$ cat config.mk
export PLATFORM = sky130hd
export DESIGN_NAME = reg_wb_arbiter
export DESIGN_NICKNAME = d
export VERILOG_FILES = /design/src/rtl/reg_pkg.sv /design/src/rtl/rr_arbiter.sv /design/src/rtl/reg_wb_arbiter.sv
export SDC_FILE = /design/constraint.sdc
export NUM_CORES = 1
export LEC_CHECK = 0
export CAP_MARGIN = 40
export CORE_ASPECT_RATIO = 0.6
export CORE_UTILIZATION = 39
export DETAILED_ROUTE_END_ITERATION = 8
export PLACE_DENSITY_LB_ADDON = 0.08
export SLEW_MARGIN = 15
export SYNTH_ARGS = -nofsm -noshare
export SYNTH_HDL_FRONTEND = slang
export SYNTH_HIERARCHICAL = 1
export SYNTH_SLANG_ARGS = --single-unit
$ cat constraint.sdc
create_clock -name CLK -period 3.9 [get_ports CLK]
set_input_delay 1.17 -clock CLK [delete_from_list [all_inputs] [get_ports CLK]]
set_output_delay 1.17 -clock CLK [all_outputs]
set_load 0.01 [all_outputs]
$ cat src/rtl/reg_pkg.sv
// Shared register-file constants and the write-back request record.
package reg_pkg;

   localparam int REG_ADDR_W = 5;
   localparam int REG_DATA_W = 32;
   localparam int REG_COUNT  = 32;

   typedef struct packed {
      logic [REG_ADDR_W-1:0] addr;
      logic [REG_DATA_W-1:0] data;
   } wb_req_t;

endpackage

$ cat src/rtl/rr_arbiter.sv
// Round-robin one-hot arbiter with its own rotating priority pointer.
// Search starts at the pointer and wraps; the pointer moves just past the
// winner whenever a grant is issued.
module rr_arbiter #(
   parameter int N = 2
) (
   input  logic         CLK,
   input  logic         RESET,
   input  logic         EN,
   input  logic [N-1:0] REQ,
   output logic [N-1:0] GRANT
);

   localparam int PW = (N > 1) ? $clog2(N) : 1;

   logic [PW-1:0] ptr_q;
   logic [PW-1:0] ptr_next;
   logic [N-1:0]  req_hi;
   logic [N-1:0]  pick;

   // Prefer requesters at or above the pointer, otherwise fall back to the lowest index.
   always_comb begin
      req_hi = '0;
      pick   = '0;
      for (int i = 0; i < N; i++) begin
         req_hi[i] = REQ[i] && (i >= int'(ptr_q));
      end
      for (int i = N - 1; i >= 0; i--) begin
         if (req_hi != '0) begin
            if (req_hi[i]) pick = N'(1) << i;
         end else begin
            if (REQ[i]) pick = N'(1) << i;
         end
      end
      GRANT = EN ? pick : '0;
   end

   // Index one past the winner, wrapping at N.
   always_comb begin
      ptr_next = ptr_q;
      for (int i = 0; i < N; i++) begin
         if (GRANT[i]) ptr_next = (i == N - 1) ? '0 : PW'(i + 1);
      end
   end

   // Pointer register; only a grant moves it.
   always_ff @(posedge CLK or posedge RESET) begin
      if (RESET) ptr_q <= '0;
      else       ptr_q <= ptr_next;
   end

endmodule

$ cat src/rtl/reg_wb_arbiter.sv
// Register-file write-port arbiter: round-robin among NUM_REQ write-back
// requesters, winner registered onto the write port one cycle later.
// Address 0 is accepted but never written.
// Optional REG_WB_SCOREBOARD_EN adds a pending-write scoreboard
// (RSV_VALID/RSV_ADDR in, PENDING out).
module reg_wb_arbiter
   import reg_pkg::*;
#(
   parameter int NUM_REQ = 2,
   parameter int ADDR_W  = 5,
   parameter int DATA_W  = 32
) (
   input  logic                      CLK,
   input  logic                      RESET,
   input  logic                      STALL,
   input  logic [NUM_REQ-1:0]        REQ_VALID,
   input  logic [NUM_REQ*ADDR_W-1:0] REQ_ADDR,
   input  logic [NUM_REQ*DATA_W-1:0] REQ_DATA,
   output logic [NUM_REQ-1:0]        REQ_READY,
`ifdef REG_WB_SCOREBOARD_EN
   input  logic                      RSV_VALID,
   input  logic [ADDR_W-1:0]         RSV_ADDR,
   output logic [REG_COUNT-1:0]      PENDING,
`endif
   output logic                      WRITE_ENABLE,
   output logic [ADDR_W-1:0]         WRITE_ADDRESS,
   output logic [DATA_W-1:0]         WRITE_DATA
);

   logic              grant_en;
   logic              xfer;
   logic [ADDR_W-1:0] win_addr;
   logic [DATA_W-1:0] win_data;

   // Reset also blocks grants so nothing is accepted while it is held.
   assign grant_en = ~STALL & ~RESET;

   rr_arbiter #(.N(NUM_REQ)) u_rr (
      .CLK   (CLK),
      .RESET (RESET),
      .EN    (grant_en),
      .REQ   (REQ_VALID),
      .GRANT (REQ_READY)
   );

   assign xfer = |REQ_READY;

   // Select the winner's address and data from the packed request buses.
   always_comb begin
      win_addr = '0;
      win_data = '0;
      for (int i = 0; i < NUM_REQ; i++) begin
         if (REQ_READY[i]) begin
            win_addr = REQ_ADDR[i*ADDR_W +: ADDR_W];
            win_data = REQ_DATA[i*DATA_W +: DATA_W];
         end
      end
   end

   // Write-port register; enable is a one-cycle pulse, address/data hold otherwise.
   always_ff @(posedge CLK or posedge RESET) begin
      if (RESET) begin
         WRITE_ENABLE  <= 1'b0;
         WRITE_ADDRESS <= '0;
         WRITE_DATA    <= '0;
      end else if (xfer) begin
         WRITE_ENABLE  <= (win_addr != '0);
         WRITE_ADDRESS <= win_addr;
         WRITE_DATA    <= win_data;
      end else begin
         WRITE_ENABLE  <= 1'b0;
      end
   end

`ifdef REG_WB_SCOREBOARD_EN
   logic [REG_COUNT-1:0] set_mask;
   logic [REG_COUNT-1:0] clr_mask;

   // Decode reservation and granted write into per-register set/clear masks.
   always_comb begin
      set_mask = '0;
      clr_mask = '0;
      for (int a = 1; a < REG_COUNT; a++) begin
         set_mask[a] = RSV_VALID && (RSV_ADDR == ADDR_W'(a));
         clr_mask[a] = xfer && (win_addr == ADDR_W'(a));
      end
   end

   // Pending bits; a same-edge set overrides the clear, bit 0 stays low.
   always_ff @(posedge CLK or posedge RESET) begin
      if (RESET) PENDING <= '0;
      else       PENDING <= (PENDING & ~clr_mask) | set_mask;
   end
`endif

endmodule

==> results.yml <==
global_routing:
  grt_util_met1: 0.267
  grt_max_degree: 77
  grt.met3_usage: 0.0669
  antenna_found_initial: 0
  grt_usage: 0.192
  top_usage_layer: "met2"
  grt_first_pass_wirelength_um: 7250
  grt_pass1_vias: 1497
  overflow: 0
  gr-usage-met2: 0.291
pwr:
  powerDensity_nw_per_um2: 414
  cellLeakagePower_nw: 1.22
  vdd_drop_max_uv: 236
placed_design:
  routabilityCongestion: 0.778
  dp_slack_ns: 0.0482
  port-buffer-count: 118
  post-dp-hpwl_um: 3480
layout:
  fillerInstances: 323
  final_nets: 374
  layout-area-overhead-vs-synth_pct: 74.5
  drive_gt1_frac: 0.0542
  n_antenna_cell: 0
  final_core_util: 0.742
die:
  initial_core_util: 0.425
  ioPinCount: 119
  die_width_um: 90.2
  dieArea_um2: 4950
  die_h_um: 54.9
  row_count: 18
  core_um2: 4280
sta:
  finalMaxSlewViolations: 0
  fin_crit_sh: 0.983
  finalClockSkew_ns: 0.00786
  layout_setup_ws_ns: 0.0672
  timing.fmax_ghz: 0.261
  rsz0062_at_grt: "no"
  slew_headroom: 0.547
  period_minus_slack_ns: 3.83
  finalSetupViolCount: 0
  hold_viol: 0
  tns_ns: 0
  worst_slew_pin_slew_ns: 0.680
synthesis:
  netlist_area_um2: 1820
  yosysMostFrequentCell: "o21ai_1"
  synth_nets: 256
  ys_seq_area_frac: 0.536
  ys_async_sr_fraction: 1.00
  yosysTopAreaCell: "dfrtp_1"
  ys.flop_type: "dfrtp_1"
  postSynthCellCount: 177
  synth_edf_count: 0
  ys_ff_latch: 39
  syn_avg_cell_area_um2: 10.3
  synth_top_cell_area_share: 0.536
  synthTopCellsByCount: "o21ai_1 (40), dfrtp_1 (39), nand2_1 (39)"
  yosysUniqueCellTypes: 14
  ys_warn_count: 6
  yosys-top-cells-area: "dfrtp_1 (54%), mux2i_1 (20%), o21ai_1 (11%)"
clock_network:
  cts-buffers-inserted: 5
  postCtsSetupBuffers: 0
  cts_root_buffer: "clkbuf_8"
  ctsResizeCount: 0
  clk_latency_ns: 0.28
  clk_pin_slew_worst_paths_ns: 0.07
  postCtsHoldBufs: 0
  cts_sinks: 39
  tritoncts: "yes"
  clockBufferDepth: 2
  htreeDepth: 2
outcome:
  status: "completed"
setup_path:
  cp-end-kind: "primary output"
  worstPathRequired_ns: 2.73
  crit_buf_inv: 2
  start_kind: "primary input"
  regToRegStartpoint: "u_rr/ptr_q"
  r2r-end: "WRITE_DATA[3]"
  crit_family: "buffers and inverters"
  crit_path_frequent_cell: "clkdlybuf4s50_1"
  crit_path_max_incr_delay_ns: 0.56
  worst-path-stages: 5
  reg2regPathDepth: 4
  cp_cell_sequence: "clkdlybuf4s50_1 -> nor2_2 -> nand2_1 -> a21oi_4 -> clkdlybuf4s50_1"
  cp_slowest_cell: "clkdlybuf4s50_1"
  ff2ff_setup_slack_ns: 2.20
  crit_arrival_ns: 2.66
  cp_max_fo: 3
  crit_type: "primary input to primary output"
job:
  maxCapViolations: 0
detailed_routing:
  drt_iter0_drc: 29
  dr_total_vias: 1638
  drc: 0
  vias_per_cell: 4.61
  drt_wl_total_um: 4720
  antenna_left: 0
  drt-pass1-iter-count: 4
  routedWlPerCell_um: 13.3
hold_path:
  hold_end: "WRITE_DATA[14]"
  hold_path_class: "flop to flop"
  hold_depth: 2
  hp-start: "WRITE_DATA[14]"
[final cells by class]
| cell class | instances | area (µm²) | area share |
|---|---|---|---|
| Clock inverter | 1 | 5.00 | 0.00158 |
| Clock buffer | 6 | 82.6 | 0.0260 |
| Sequential cell | 39 | 976 | 0.307 |
| Multi-Input combinational cell | 123 | 786 | 0.248 |
| Timing Repair Buffer | 123 | 1240 | 0.390 |
| Tap cell | 60 | 75.1 | 0.0237 |
| Inverter | 3 | 11.3 | 0.00355 |
[cells by family (layout without fill, tap and decap cells)]
logic type             after synthesis  in the layout  share of synthesized area
flip-flops                          39             39                      0.536
multiplexers                        37             37                      0.204
AO/OA/AOI/OAI                       43             43                      0.120
buffers and inverters               15            133                     0.0454
AND/OR/NAND/NOR                     43             43                     0.0942
[power by group]
| part | switching (W) | internal [W] | total (W) |
|---|---|---|---|
| registers | 0.0000540 | 0.000504 | 0.000558 |
| logic | 0.000187 | 0.000304 | 0.000491 |
| clock network | 0.000126 | 0.000139 | 0.000265 |
[through the flow]
step                      instance area (µm²)  std cells  hold slack, ns  power [W]
final                                    3170        355           0.551    0.00131
after global routing                     3170        355           0.575    0.00139
after CTS                                3170        355           0.560    0.00133
after detailed placement                 3080        348           0.540    0.00106
after global placement                   3060        347           0.531    0.00105
after floorplan                          1820        177           0.520   0.000741
[worst register-to-register path: cells and delay by family (launching register included)]
| family | cells | cell delay, ns |
|---|---|---|
| flip-flops | 1 | 0.44 |
| AO/OA/AOI/OAI | 2 | 0.25 |
| multiplexers | 1 | 0.34 |
| buffers and inverters | 1 | 0.54 |
[worst max path at each step]
stage | start | to
6_report | RESET | REQ_READY[0]
5_1_grt | RESET | REQ_READY[0]
4_1_cts | RESET | REQ_READY[0]
3_5_place_dp | RESET | REQ_READY[0]
3_3_place_gp | RESET | REQ_READY[0]
2_1_floorplan | RESET | REQ_READY[1]
[state kept, by name (all words and copies together) (netlist names)]
name	cells
WRITE_DATA	32
WRITE_ADDRESS	5
u_rr/ptr_q	1
WRITE_ENABLE	1
[cell usage in the layout, fill, tap and decap left out, types with 2 or more instances in the layout]
cell	count
a21oi_4	2
buf_4	4
clkbuf_8	6
clkdlybuf4s50_1	118
dfrtp_1	39
inv_1	3
mux2i_1	37
nand2_1	39
o21ai_1	40
or4_1	2
[metal layers]
metal	up-vias	part of all wire
met4	0	0.0083
met3	4	0.078
met2	65	0.42
met1	727	0.50
li1	842	-
met5	-	0
(Power assumes the default switching activity.)
